**src/rtl/spi_master.sv**
```systemverilog
// SPI mode-0 master (CPOL=0, CPHA=0), MSB first, one word per accepted start.
// sck, csn and mosi are all driven straight from flops; miso is captured on the
// clk edge that raises sck. After each word csn is held high for a guard interval
// (busy still asserted) so the slave always sees a clean deselect.
module spi_master #(
    parameter int unsigned BITS    = 8,
    parameter int unsigned CLK_DIV = 4
) (
    input  logic            clk,
    input  logic            rst,
    input  logic            start,
    input  logic [BITS-1:0] data_to_slave,
    output logic [BITS-1:0] data_from_slave,
    output logic            busy,
    output logic            ready,
    output logic            sck,
    output logic            mosi,
    input  logic            miso,
    output logic            csn
);

    localparam int unsigned DW = (CLK_DIV > 1) ? $clog2(CLK_DIV) : 1;
    localparam int unsigned EW = $clog2(2 * BITS + 1);

    localparam logic [DW-1:0] DivLast  = DW'(CLK_DIV - 1);
    // sck edge count just before the final falling edge
    localparam logic [EW-1:0] LastFall = EW'(2 * BITS - 1);
    // HOLD spans two half-periods; the count runs on past 2*BITS to time it
    localparam logic [EW-1:0] HoldEnd  = EW'(2 * BITS + 1);

    typedef enum logic [2:0] {
        StIdle,
        StSetup,
        StShift,
        StHold,
        StGap
    } state_t;

    state_t          state;
    logic [DW-1:0]   div_cnt;
    logic [EW-1:0]   edge_cnt;
    logic [BITS-1:0] tx;
    logic [BITS-1:0] rx;
    logic            period_end;

    // Last clk cycle of the current sck half-period
    assign period_end = (div_cnt == DivLast);

    // Transfer sequencer; every output is a flop updated here
    always_ff @(posedge clk or posedge rst) begin
        if (rst) begin
            state           <= StIdle;
            div_cnt         <= '0;
            edge_cnt        <= '0;
            tx              <= '0;
            rx              <= '0;
            data_from_slave <= '0;
            busy            <= 1'b0;
            ready           <= 1'b0;
            sck             <= 1'b0;
            mosi            <= 1'b0;
            csn             <= 1'b1;
        end else begin
            ready <= 1'b0;

            // Half-period timer free-runs whenever a transfer is in flight
            if (state != StIdle) begin
                div_cnt <= period_end ? '0 : div_cnt + 1'b1;
            end

            case (state)
                StIdle: begin
                    if (start) begin
                        tx       <= data_to_slave;
                        mosi     <= data_to_slave[BITS-1];
                        csn      <= 1'b0;
                        busy     <= 1'b1;
                        div_cnt  <= '0;
                        edge_cnt <= '0;
                        state    <= StSetup;
                    end
                end

                StSetup: begin
                    if (period_end) begin
                        sck      <= 1'b1;
                        rx       <= {rx[BITS-2:0], miso};
                        edge_cnt <= EW'(1);
                        state    <= StShift;
                    end
                end

                StShift: begin
                    if (period_end) begin
                        edge_cnt <= edge_cnt + 1'b1;
                        if (sck) begin
                            sck <= 1'b0;
                            tx  <= tx << 1;
                            if (edge_cnt == LastFall) begin
                                mosi  <= 1'b0;
                                state <= StHold;
                            end else begin
                                mosi <= tx[BITS-2];
                            end
                        end else begin
                            sck <= 1'b1;
                            rx  <= {rx[BITS-2:0], miso};
                        end
                    end
                end

                StHold: begin
                    if (period_end) begin
                        if (edge_cnt == HoldEnd) begin
                            csn             <= 1'b1;
                            data_from_slave <= rx;
                            ready           <= 1'b1;
                            edge_cnt        <= '0;
                            state           <= StGap;
                        end else begin
                            edge_cnt <= edge_cnt + 1'b1;
                        end
                    end
                end

                StGap: begin
                    if (period_end) begin
                        busy  <= 1'b0;
                        state <= StIdle;
                    end
                end

                default: state <= StIdle;
            endcase
        end
    end

endmodule

```
**config.mk**
```make
export PLATFORM = sky130hd
export DESIGN_NAME = spi_master
export DESIGN_NICKNAME = d
export VERILOG_FILES = /design/src/rtl/spi_master.sv
export SDC_FILE = /design/constraint.sdc
export NUM_CORES = 1
export LEC_CHECK = 0
export ABC_CLOCK_PERIOD_IN_PS = 1700
export BUFFER_PORTS_ARGS = -buffer_cell sky130_fd_sc_hd__buf_2
export CAP_MARGIN = 5
export CELL_PAD_IN_SITES_DETAIL_PLACEMENT = 0
export CELL_PAD_IN_SITES_GLOBAL_PLACEMENT = 1
export CORE_MARGIN = 2
export CORE_UTILIZATION = 43
export CTS_BUF_LIST = sky130_fd_sc_hd__clkbuf_2 sky130_fd_sc_hd__clkbuf_4 sky130_fd_sc_hd__clkbuf_8
export DETAILED_ROUTE_END_ITERATION = 10
export GPL_ROUTABILITY_DRIVEN = 0
export PLACE_DENSITY = 0.8
export SYNTH_ARGS = -nofsm -noshare
export SYNTH_HDL_FRONTEND = slang
export SYNTH_SLANG_ARGS = --single-unit
```
**constraint.sdc**
```tcl
create_clock -name clk -period 1.7 [get_ports clk]
set_input_delay 0.17 -clock clk [delete_from_list [all_inputs] [get_ports clk]]
set_output_delay 0.17 -clock clk [all_outputs]
set_load 0.01 [all_outputs]
```
* After elaboration in Yosys (flattened, before gate mapping)
Cells that the tools add are included.
** Storage, ports and cells
- Word-level logic and storage cells :: 90
- Register bits after elaboration :: 38
** Operators by class
- $add $sub $neg :: 2
- Muxes and demuxes :: 46
- Equal/unequal tests :: 16
- Reduce and logical (&&, ||, !) cells :: 15
** Operators with widths (count)
- 2-to-1 mux 5 bit :: 5
- 2-to-1 mux 3 bit :: 8
- 2-to-1 mux 8 bit :: 3
- 2-to-1 mux 7 bit :: 3
- case mux 5 bit (4 select lines) :: 1
- != test 2 bit (second input constant) :: 9
- case mux 8 bit (2 select lines) :: 1
- 2-to-1 mux 1 bit :: 15
- case mux 3 bit (5 select lines) :: 1
- case mux 7 bit (2 select lines) :: 1
- AND reduction 4 bit :: 3
- AND reduction 3 bit :: 3
- 2-to-1 mux 2 bit :: 4
- case mux 1 bit (2 select lines) :: 4
- AND reduction 8 bit :: 1
- nonzero test 2 bit :: 4
- == test 3 x 2 -> 1 bit (second input constant) :: 2
- adder 5 x 1 -> 5 bit (second input constant) :: 1
- == test 5 x 4 -> 1 bit (second input constant) :: 1
- == test 5 bit (second input constant) :: 1
- AND reduction 5 bit :: 1
- nonzero test 4 bit :: 1
- == test 3 x 1 -> 1 bit (second input constant) :: 1
- == test 3 bit (second input constant) :: 1
- 4 further kinds :: 4

* Logic depth before layout (Yosys ltp)
Gate-level depths: netlist (run 1).
- Depth after elaboration :: 5
- Mapped depth :: 6
- Gate-level depth less buffers :: 6

* Worst setup path before layout (run 1)
OpenSTA, ideal clock, no wires.
- Path type :: reg-to-reg
- Start point :: register edge_cnt[1]
- End point :: register data_from_slave[0]
- Period minus slack after synthesis :: 1.693 ns
- Cell stages (with the launch flop) :: 7
- Setup time :: 0.125 ns
- Arrival time :: 1.569 ns
- Slack :: 0.007 ns
- Cell sequence :: dfrtp_1 -> inv_1 -> ha_1 -> nand4b_1 -> nor4_4 -> buf_6 -> mux2_2
** Between the ends
- Cells in the longest elaborated chain, start to end :: 2
** RTL lines
- from (decl) :: line 41 : logic [EW-1:0] edge_cnt;
- from (signal assigned) :: line 95 : edge_cnt <= edge_cnt + 1'b1;
- from (signal assigned) :: line 121 : edge_cnt <= edge_cnt + 1'b1;
- == test 5 bit :: line 114 : if (edge_cnt == HoldEnd) begin
- AND reduction 3 bit (no line)
- to (signal assigned) :: line 116 : data_from_slave <= rx;
- to (decl) :: line 13 : output logic [BITS-1:0] data_from_slave,
Every way passes these cells.
A chain may end at the register's enable or synchronous reset.

* Worst setup path after layout (run 1)
- Start point :: register edge_cnt[1]
- End point :: register data_from_slave[6]
The elaborated chain is that of the path after synthesis.

==> results of run 1 <==
[Yosys cell counts, types with 2 or more instances]
cell type	instances	area [sq um]
nand2b_1	3	18.77
nor2_1	4	15.01
o21ai_0	6	30.03
inv_1	8	30.03
mux2_2	30	337.8
nand3_1	2	10.01
a21oi_1	3	15.01
nand2_1	2	7.510
nand4_1	2	12.51
nor3_1	2	10.01
nor2b_1	4	25.02
ha_1	4	50.05
buf_4	2	15.01
a221oi_1	2	17.52
o32ai_1	3	26.28
dfrtp_1	37	925.9
buf_2	2	10.01
nand4b_1	2	17.52
nand3b_1	2	15.01
[timing repair]
| item | CTS | global route |
|---|---|---|
| setup buffers | 0 | 2 |
| hold buffers | 1 | 0 |
| endpoints found under the setup margin | 8 | 17 |
| pin swaps | 1 | 0 |
| endpoints found under the hold margin | 37 | 0 |
| gates resized for setup | 2 | 9 |
| cloned | 1 | 0 |
[how the worst min path moves through the flow]
stage,from,to,slack [ns],depth (start not counted)
floorplan,data_to_slave[0],tx[0],0.31,1
global placement,rst,rx[5],0.30,3
detailed placement,rst,rx[6],0.31,3
CTS,data_to_slave[0],tx[0],0.11,2
global route,miso,rx[0],0.11,2
finish,data_to_slave[0],tx[0],0.11,2
[registers in the layout, indices dropped and copies added (netlist names)]
name / cells
rx: 8
div_cnt: 2
csn: 1
ready: 1
mosi: 1
busy: 1
sck: 1
edge_cnt: 5
tx: 7
state: 3
data_from_slave: 8
[power by group through the flow]
stage	Combinational, W	Sequential [W]	Clock (W)
final	0.0000505	0.000923	0.000639
after floorplan	0.0000267	0.000939	0
after detailed placement	0.0000505	0.000940	0
after CTS	0.0000521	0.000923	0.000668
after global placement	0.0000488	0.000940	0
after global routing	0.0000578	0.000924	0.000699
[through the flow]
stage               hold slack, ns  worst slack [ns]  util (%)  cells
floorplan                   0.3097          0.006731         -    143
global placement            0.3012           0.03271     52.55    226
detailed placement          0.3098          -0.01332     52.55    226
CTS                         0.1071           0.03022     55.43    236
global route                0.1105          -0.01042     56.58    238
finish                      0.1106           0.04310     56.58    238
[cells by family (layout without fill, tap and decap cells)]
group,after synthesis,after routing,synth area share [%]
DFF,38,38,52.30
muxes,31,31,19.11
adders and majority gates,4,4,2.749
buffers and inverters,15,60,4.054
and+or+nand+nor,29,29,10.79
AOI/OAI and AO/OA,26,26,11.00
[metal layers]
layer / vias up / track usage, % / wire length [microns]
met5: - / 0 / 0
met4: 0 / 3.922 / 28
met3: 4 / 4.678 / 128
met2: 22 / 26.92 / 1810
met1: 649 / 19.77 / 1549
li1: 614 / - / -
[layout make-up]
cell class	count	area, sq um
multi-input combinational	90	824.5
inverter	8	30.03
tap	50	62.56
clock inverter	1	5.005
sequential	38	953.4
timing repair buffer	44	314.1
clock buffer	7	90.09
fill	360	1749
[placed cells by master (no fill, tap or decap), types with 2 or more instances in the layout]
cell type	Yosys	routed
nor2_1	4	4
buf_2	2	24
o32ai_1	3	3
nand2b_1	3	3
nand4_1	2	2
buf_4	2	15
mux2_4	0	2
buf_12	0	3
o21ai_0	6	6
nor2b_1	4	4
nand2_1	2	2
nor3_1	2	2
nand4b_1	2	2
a221oi_2	0	2
inv_1	8	7
ha_1	4	3
nand3b_1	2	2
mux2_2	30	28
dfrtp_1	37	36
a21oi_1	3	3
clkbuf_8	0	6
==> flow_summary.yaml, run 1 <==
synth:
  yosys_warnings: 0
  ys_seq_elements: 38
  synthDistinctLibCells: 42
  postSynthNetCount: 159
  netlist_area_sq_um: 1820
  synth_ff_type: "dfrtp_1"
  synth_edf_count: 0
  syn_area_per_cell_sq_um: 12.73
  ys_async_sr_fraction_pct: 100.0
  synth_cells: 143
  seq_area_frac_synth_pct: 52.30
power_and_ir_drop:
  p_int_w: 0.001283
  p_clk_share_pct: 39.6
  ir_drop_mv: 0.5352
  swShare_pct: 20.46
  seqPwrFrac_pct: 57.2
  netSwitchingPower_w: 0.0003300
  p_per_area_nw_per_um2: 707.5
  power_w: 0.001613
  p_leak_nw: 1.064
  combPwrFrac_pct: 3.1
run_status:
  status: "completed"
clocking:
  clk_pin_slew_ns: 0.07
  cts_made_buffers: 5
  cts_num_sinks: 38
  htree_levels: 2
  clock_latency_ns: 0.28
  clockBufferDepth: 2
  cts_tree: "done"
  clockRootBuffer: "clkbuf_8"
timing:
  period_share_pct: 97.46
  finalHoldViolCount: 0
  slew_violations: 0
  fin_worst_skew_ns: 0.003870
  finalSetupViolCount: 0
  fin_crit_ns: 1.657
  max_freq_mhz: 603.5
  finalSetupTns_ns: 0
  worstMarginPinSlew_ns: 0.4900
  relSlewSlack_pct: 67.33
finish:
  syn2layout_area_growth_pct: 25.22
  drive_above_1_share_pct: 50.53
  design_area_sq_um: 2280
  fin_nets: 203
  antenna_cells: 0
critical_path:
  r2r-start: "edge_cnt[1]"
  r2r-end: "data_from_slave[6]"
  slowest_delay_ns: 0.41
  cp-start-kind: "flop"
  path_class: "flop to flop"
  cp_cell_sequence: "inv_2 > ha_1 > nand4b_1 > nor4_4 > buf_6 > mux2_2"
  cp.required_ns: 1.87
  path_max_fanout: 6
  crit_arrival_ns: 1.83
  cp_slowest_cell: "dfrtp_1"
  r2r_slack_ns: 0.04
  critPathBufInv: 2
  crit_end: "data_from_slave[6]"
  r2r_cells: 6
  crit_path_end_kind: "flop"
  crit_family: "simple AND/OR/NAND/NOR gates"
  cp-startpoint: "edge_cnt[1]"
  cp_num_cells: 6
drt:
  vias_per_cell: 5.416
  drt_iter0_drc: 44
  wl_per_cell_microns: 14.77
  first_pass_iters: 4
  drt-total-wl_mm: 3.516
  ant_nets: 0
  drc: 0
  via_count: 1289
floorplanning:
  die-area_sq_um: 4770
  pin_count: 25
  num_rows: 23
  coreArea_sq_um: 4029
  die_x_microns: 69.07
  initial_core_util_pct: 45.19
  die_height_microns: 69.07
global_routing:
  grt_overflow: 0
  grt_pass1_wl_mm: 6.134
  grt_pass1_vias: 1293
  grt.total_usage_pct: 15.83
  antenna_found_initial: 0
  grt_max_degree: 39
place:
  placed_area_sq_um: 2117
  dp_hpwl_mm: 2.460
  portBuffers: 24
min_path:
  holdCritPathClass: "input port to flop"
job:
  cap_violations: 0
Power figures use the tool's default switching activity.
==> run 2: changes to the inputs <==
- ABC_AREA: unset -> 1
- CORE_MARGIN: 2 -> unset
- CORE_UTILIZATION: 43 -> 40
==> run 2 against run 1 <==
Against the previous run: clock skew grew 0.0014 ns; register-to-register slack better by 0.10 ns; fmax rose by 6.7%; die area grew 8.5%; global-route usage barely moved; sequential share of layout area is 0.94 points lower; combinational power grew to 28 times the previous value; final cell count is 43% higher; count of clock-buffer cells in the layout down 2; setup slack better by 0.10 ns; critical path type unchanged; critical endpoint is now tx[1].
==> flow_summary.yaml, run 2 <==
run_status:
  status: "completed"
finish:
  final_cell_mix: "nand2_1 (102), dfrtp_1 (36), inv_1 (24), buf_2 (24), nand3_1 (15)"
  top_regs: "data_from_slave x8, rx x8, tx x7"
  utilization_pct: 49.38
  fillerInstances: 460
  design_area_sq_um: 2332
  fin_nets: 288
  syn2layout_area_growth_pct: 19.18
  drive_above_1_share_pct: 27.47
  layout_commonest_cell: "nand2_1"
  antenna_cells: 0
place:
  portBuffers: 24
  placed_area_sq_um: 2166
  dp_hpwl_mm: 2.640
  pre_cts_ws_ns: 0.04839
critical_path:
  cp_slowest_cell: "dfrtp_1"
  cp_cell_sequence: "nor2_4 > nand2_4 > inv_4 > nand2_2 > nand2_2 > nand2_4 > inv_2 > nand2_1 > nand2_1"
  crit_path_end_kind: "flop"
  crit_arrival_ns: 1.79
  crit_family: "simple AND/OR/NAND/NOR gates"
  r2r_cells: 9
  cp-start-kind: "flop"
  path_class: "flop to flop"
  r2r-start: "state[0]"
  cp_num_cells: 9
  r2r-end: "tx[1]"
  cp.required_ns: 1.94
  slowest_delay_ns: 0.50
  r2r_slack_ns: 0.15
  critPathBufInv: 2
  path_max_fanout: 9
global_routing:
  grt_pass1_vias: 1420
  grt_pass1_wl_mm: 6.251
  grt_overflow: 0
  grt.total_usage_pct: 15.83
  antenna_found_initial: 0
  grt_max_degree: 39
floorplanning:
  die-area_sq_um: 5176
  num_rows: 25
  die_x_microns: 71.95
  initial_core_util_pct: 41.43
  die_height_microns: 71.95
  coreArea_sq_um: 4723
  pin_count: 25
clocking:
  clk_pin_slew_ns: 0.08
  htree_levels: 2
  clockRootBuffer: "clkbuf_8"
  cts_num_sinks: 38
  cts_made_buffers: 5
  clockBufferDepth: 2
  clock_latency_ns: 0.29
  cts_tree: "done"
timing:
  finalSetupTns_ns: 0
  fin_crit_ns: 1.553
  fin_worst_skew_ns: 0.005267
  finalSetupViolCount: 0
  rsz0062_at_grt: "false"
  max_freq_mhz: 644.0
  worstMarginPinSlew_ns: 0.4887
  finalHoldViolCount: 0
  relSlewSlack_pct: 67.42
  slew_violations: 0
  period_share_pct: 91.34
  fin_ws_ns: 0.1473
synth:
  yosys_warnings: 0
  synth_top_cells_by_area: "dfrtp_1 (47%), nand2_1 (20%), o21ai_2 (6.3%), inv_1 (4.6%), nand3_1 (4.1%)"
  ys_top_cells_by_count: "nand2_1 (102), dfrtp_1 (37), inv_1 (24)"
  synthDistinctLibCells: 24
  ys_async_sr_fraction_pct: 100.0
  postSynthNetCount: 254
  synth_top_area_share_pct: 47.31
  synth_ff_type: "dfrtp_1"
  synth_cells: 238
  synth_top_cell_by_area: "dfrtp_1"
  netlist_area_sq_um: 1957
  synth.most_common_cell: "nand2_1"
  seq_area_frac_synth_pct: 48.66
  synth_edf_count: 0
  syn_area_per_cell_sq_um: 8.222
  ys_seq_elements: 38
power_and_ir_drop:
  p_clk_share_pct: 25.4
  combPwrFrac_pct: 38.2
  netSwitchingPower_w: 0.001421
  p_int_w: 0.002221
  seqPwrFrac_pct: 36.4
  p_leak_nw: 1.286
  ir_drop_mv: 0.6944
  p_per_area_nw_per_um2: 1562
  swShare_pct: 39.02
min_path:
  min_path_cells: 3
  hp-start: "data_to_slave[0]"
  hold_end: "tx[0]"
  holdCritPathClass: "input port to flop"
drt:
  drc: 0
  drt_iter0_drc: 42
  first_pass_iters: 4
  wl_per_cell_microns: 10.80
  via_count: 1517
  vias_per_cell: 4.462
  ant_nets: 0
  drt-total-wl_mm: 3.672
job:
  cap_violations: 0
-- run 2: worst max-delay path by stage --
stage	from	to	slack [ns]
floorplan	div_cnt[0]	edge_cnt[0]	0.26
global placement	div_cnt[0]	edge_cnt[0]	0.04
detailed placement	div_cnt[1]	edge_cnt[0]	0.05
CTS	div_cnt[1]	edge_cnt[0]	0.05
global route	edge_cnt[1]	state[0]	0.01
finish	state[0]	tx[1]	0.15
-- run 2: worst reg2reg max path, cell delays in order (launching register included) --
cell and delay (ns):
dfrtp_1 0.50, nor2_4 0.26, nand2_4 0.13, inv_4 0.08, nand2_2 0.08, nand2_2 0.11, nand2_4 0.09, inv_2 0.13
nand2_1 0.06, nand2_1 0.06
-- run 2: power by group through the flow --
stage	Sequential [W]	Combinational (W)	Clock, W
6_report	0.00133	0.00139	0.000924
3_5_place_dp	0.00134	0.00139	0
3_3_place_gp	0.00133	0.00138	0
2_1_floorplan	0.00129	0.00110	0
5_1_grt	0.00136	0.00160	0.000979
4_1_cts	0.00132	0.00140	0.000956
-- run 2: cell families (layout without fill, tap and decap cells) --
| kind of cell | count (synthesis) | in the layout | share of synthesized area, % |
|---|---|---|---|
| and+or+nand+nor | 141 | 141 | 32.23 |
| DFF | 38 | 38 | 48.66 |
| adders and majority gates | 4 | 4 | 2.558 |
| AOI/OAI and AO/OA | 23 | 23 | 9.400 |
| buffers and inverters | 32 | 67 | 7.161 |
-- run 2: layout make-up --
cell class / count / area, sq um / area share, %
Clock buffer: 5 / 68.82 / 2.951
Tap cell: 67 / 83.83 / 3.594
Multi-Input combinational cell: 168 / 874.6 / 37.50
Sequential cell: 38 / 953.4 / 40.88
Timing Repair Buffer: 31 / 175.2 / 7.511
Clock inverter: 3 / 68.82 / 2.951
Inverter: 28 / 107.6 / 4.614
-- run 2: timing repair --
item	4_1_cts	5_1_grt
endpoints found under the setup margin	0	7
endpoints found under the hold margin	37	0
hold buffers	1	0
buffers inserted	0	1
gates resized for setup	0	4
-- run 2: metal layers --
| metal | wire, microns | up-vias | track usage (%) |
|---|---|---|---|
| met1 | 1860 | 687 | 20.47 |
| met5 | 0 | - | 0 |
| met2 | 1661 | 17 | 25.37 |
| li1 | - | 807 | - |
| met4 | 48 | 0 | 5.229 |
| met3 | 100 | 6 | 5.000 |
-- run 2: per-stage QoR --
step | hold WS (ns) | total power (W) | instances
after floorplan | 0.3145 | 0.002390 | 238
after global placement | 0.3118 | 0.002710 | 330
after detailed placement | 0.3161 | 0.002729 | 330
after CTS | 0.09201 | 0.003677 | 339
after global routing | 0.1033 | 0.003931 | 340
final | 0.1012 | 0.003642 | 340
==> run 3: changes to the inputs <==
- CORE_UTILIZATION: 40 -> 30
- PLACE_DENSITY: 0.8 -> 0.64
==> run 3 against run 2 <==
Against the previous run: the flow now finishes with violations (hold timing); critical path type unchanged; count of clock-buffer cells in the layout increased by 1; largest power group unchanged; sequential power about the same; core utilization is 11 points lower; critical endpoint is now tx[4].
==> flow_summary.yaml, run 3 (synthesis gave the netlist of run 2 again) <==
finish:
  antenna_cells: 0
  final_cell_mix: "nand2_1 (99), dfrtp_1 (33), inv_1 (24), buf_2 (24), nand3_1 (16)"
  fin_nets: 296
  final-seq-area_sq_um: 957.2
  layout_commonest_cell: "nand2_1"
  fillerInstances: 687
  top_regs: "data_from_slave x8, rx x8, tx x7"
  drive_above_1_share_pct: 32.38
  syn2layout_area_growth_pct: 24.10
  layout.cells.non_filler: 358
  multi_input_area_sq_um: 892.1
timing:
  finalHoldViolCount: 21
  finalSetupTns_ns: 0
  worstMarginPinSlew_ns: 0.4806
  fin_worst_skew_ns: 0.005933
  fin_hold_ws_ns: -0.007076
  rsz0062_at_grt: "false"
  slew_violations: 0
  relSlewSlack_pct: 67.96
  fin_crit_ns: 1.571
  period_share_pct: 92.44
  max_freq_mhz: 636.4
  finalSetupViolCount: 0
critical_path:
  path_max_fanout: 9
  cp-startpoint: "state[2]"
  r2r_slack_ns: 0.13
  path_class: "flop to flop"
  cp.required_ns: 1.92
  crit_arrival_ns: 1.79
  r2r-start: "state[2]"
  r2r-end: "tx[4]"
  r2r_cells: 9
  cp-start-kind: "flop"
  crit_path_end_kind: "flop"
run_status:
  violations: "hold timing"
  status: "finished with violations"
drt:
  via_count: 1565
  ant_nets: 0
  drt-total-wl_mm: 4.018
  first_pass_iters: 4
  wl_per_cell_microns: 11.22
  drc: 0
  vias_per_cell: 4.372
  drt_iter0_drc: 50
global_routing:
  antenna_found_initial: 0
  grt_overflow: 0
  grt.total_usage_pct: 13.10
  grt_max_degree: 39
  grt_pass1_wl_mm: 6.651
  grt_pass1_vias: 1438
floorplanning:
  coreArea_sq_um: 6314
  die_height_microns: 82.77
  initial_core_util_pct: 30.99
  num_rows: 29
  die-area_sq_um: 6850
  pin_count: 25
  die_x_microns: 82.77
place:
  portBuffers: 24
  place_inst: 340
  dp_hpwl_mm: 2.902
clocking:
  clock_latency_ns: 0.28
  cts_made_buffers: 5
  cts_tree: "done"
  htree_levels: 2
  hold_buffers: 0
  clk_pin_slew_ns: 0.08
  cts_num_sinks: 38
  clockRootBuffer: "clkbuf_8"
  clockBufferDepth: 2
power_and_ir_drop:
  p_per_area_nw_per_um2: 1546
  ir_drop_mv: 0.6492
  p_leak_nw: 1.324
job:
  cap_violations: 0
min_path:
  holdCritPathClass: "input port to async pin"
==> run 3: cell count changes in the layout (fill, tap and decap cells not counted), sizes merged <==
cell,change
dlygate4sd3,-1
clkbuf,+1
buf,+9
clkinv,-1
==> run 3: cell type report <==
type,instances,area share (%)
Tap cell,77,3.967
Sequential cell,38,39.41
Multi-Input combinational cell,168,36.73
Clock buffer,6,3.400
Clock inverter,2,2.473
Timing Repair Buffer,39,9.583
Inverter,28,4.431
==> run 3: timing repair <==
| action | CTS | global route |
|---|---|---|
| setup buffers | 0 | 10 |
| endpoints found under the setup margin | 0 | 10 |
| gates resized for setup | 0 | 12 |
==> run 3: through the flow <==
stage	total power, W	worst slack [ns]	utilization (%)	instance area [sq um]	hold WS [ns]
after floorplan	0.002390	0.2606	-	1957	0.3145
after global placement	0.002744	0.02221	34.50	2178	0.3182
after detailed placement	0.002740	0.04031	34.50	2178	0.3187
after CTS	0.003699	0.01459	36.76	2321	0.0002450
after global routing	0.004101	0.005573	38.47	2429	0.04667
final	0.003755	0.1286	38.47	2429	-0.007076
==> run 3: power by group <==
part	switching [W]	leakage [nW]	total, W	internal [W]
registers	0.000165	0.491	0.00131	0.00115
logic	0.000956	0.762	0.00151	0.000549
clock network	0.000310	0.0714	0.000936	0.000626
total	0.00143	1.32	0.00375	0.00232
==> run 3: how the worst max path moves through the flow <==
| stage | endpoint | cells after the start | slack (ns) |
|---|---|---|---|
| after floorplan | edge_cnt[0] | 8 | 0.26 |
| after global placement | tx[1] | 9 | 0.02 |
| after detailed placement | state[0] | 10 | 0.04 |
| after CTS | state[0] | 10 | 0.01 |
| after global routing | tx[2] | 9 | 0.006 |
| final | tx[4] | 9 | 0.13 |
==> run 3: layer usage <==
metal	track usage (%)	routed length, microns	vias up
met1	17.90	2000	722
met5	0	0	-
met4	4.138	16	0
met3	3.626	152	2
li1	-	-	821
met2	19.92	1850	20
==> run 3: critical path, cell delays in order (launching register included) <==
cell	delay [ns]
dfrtp_2	0.44
nor2_4	0.20
nand2_4	0.14
inv_4	0.13
nand2_2	0.10
nand2_2	0.13
nand2_4	0.11
inv_2	0.13
nand2_1	0.07
nand2_1	0.06
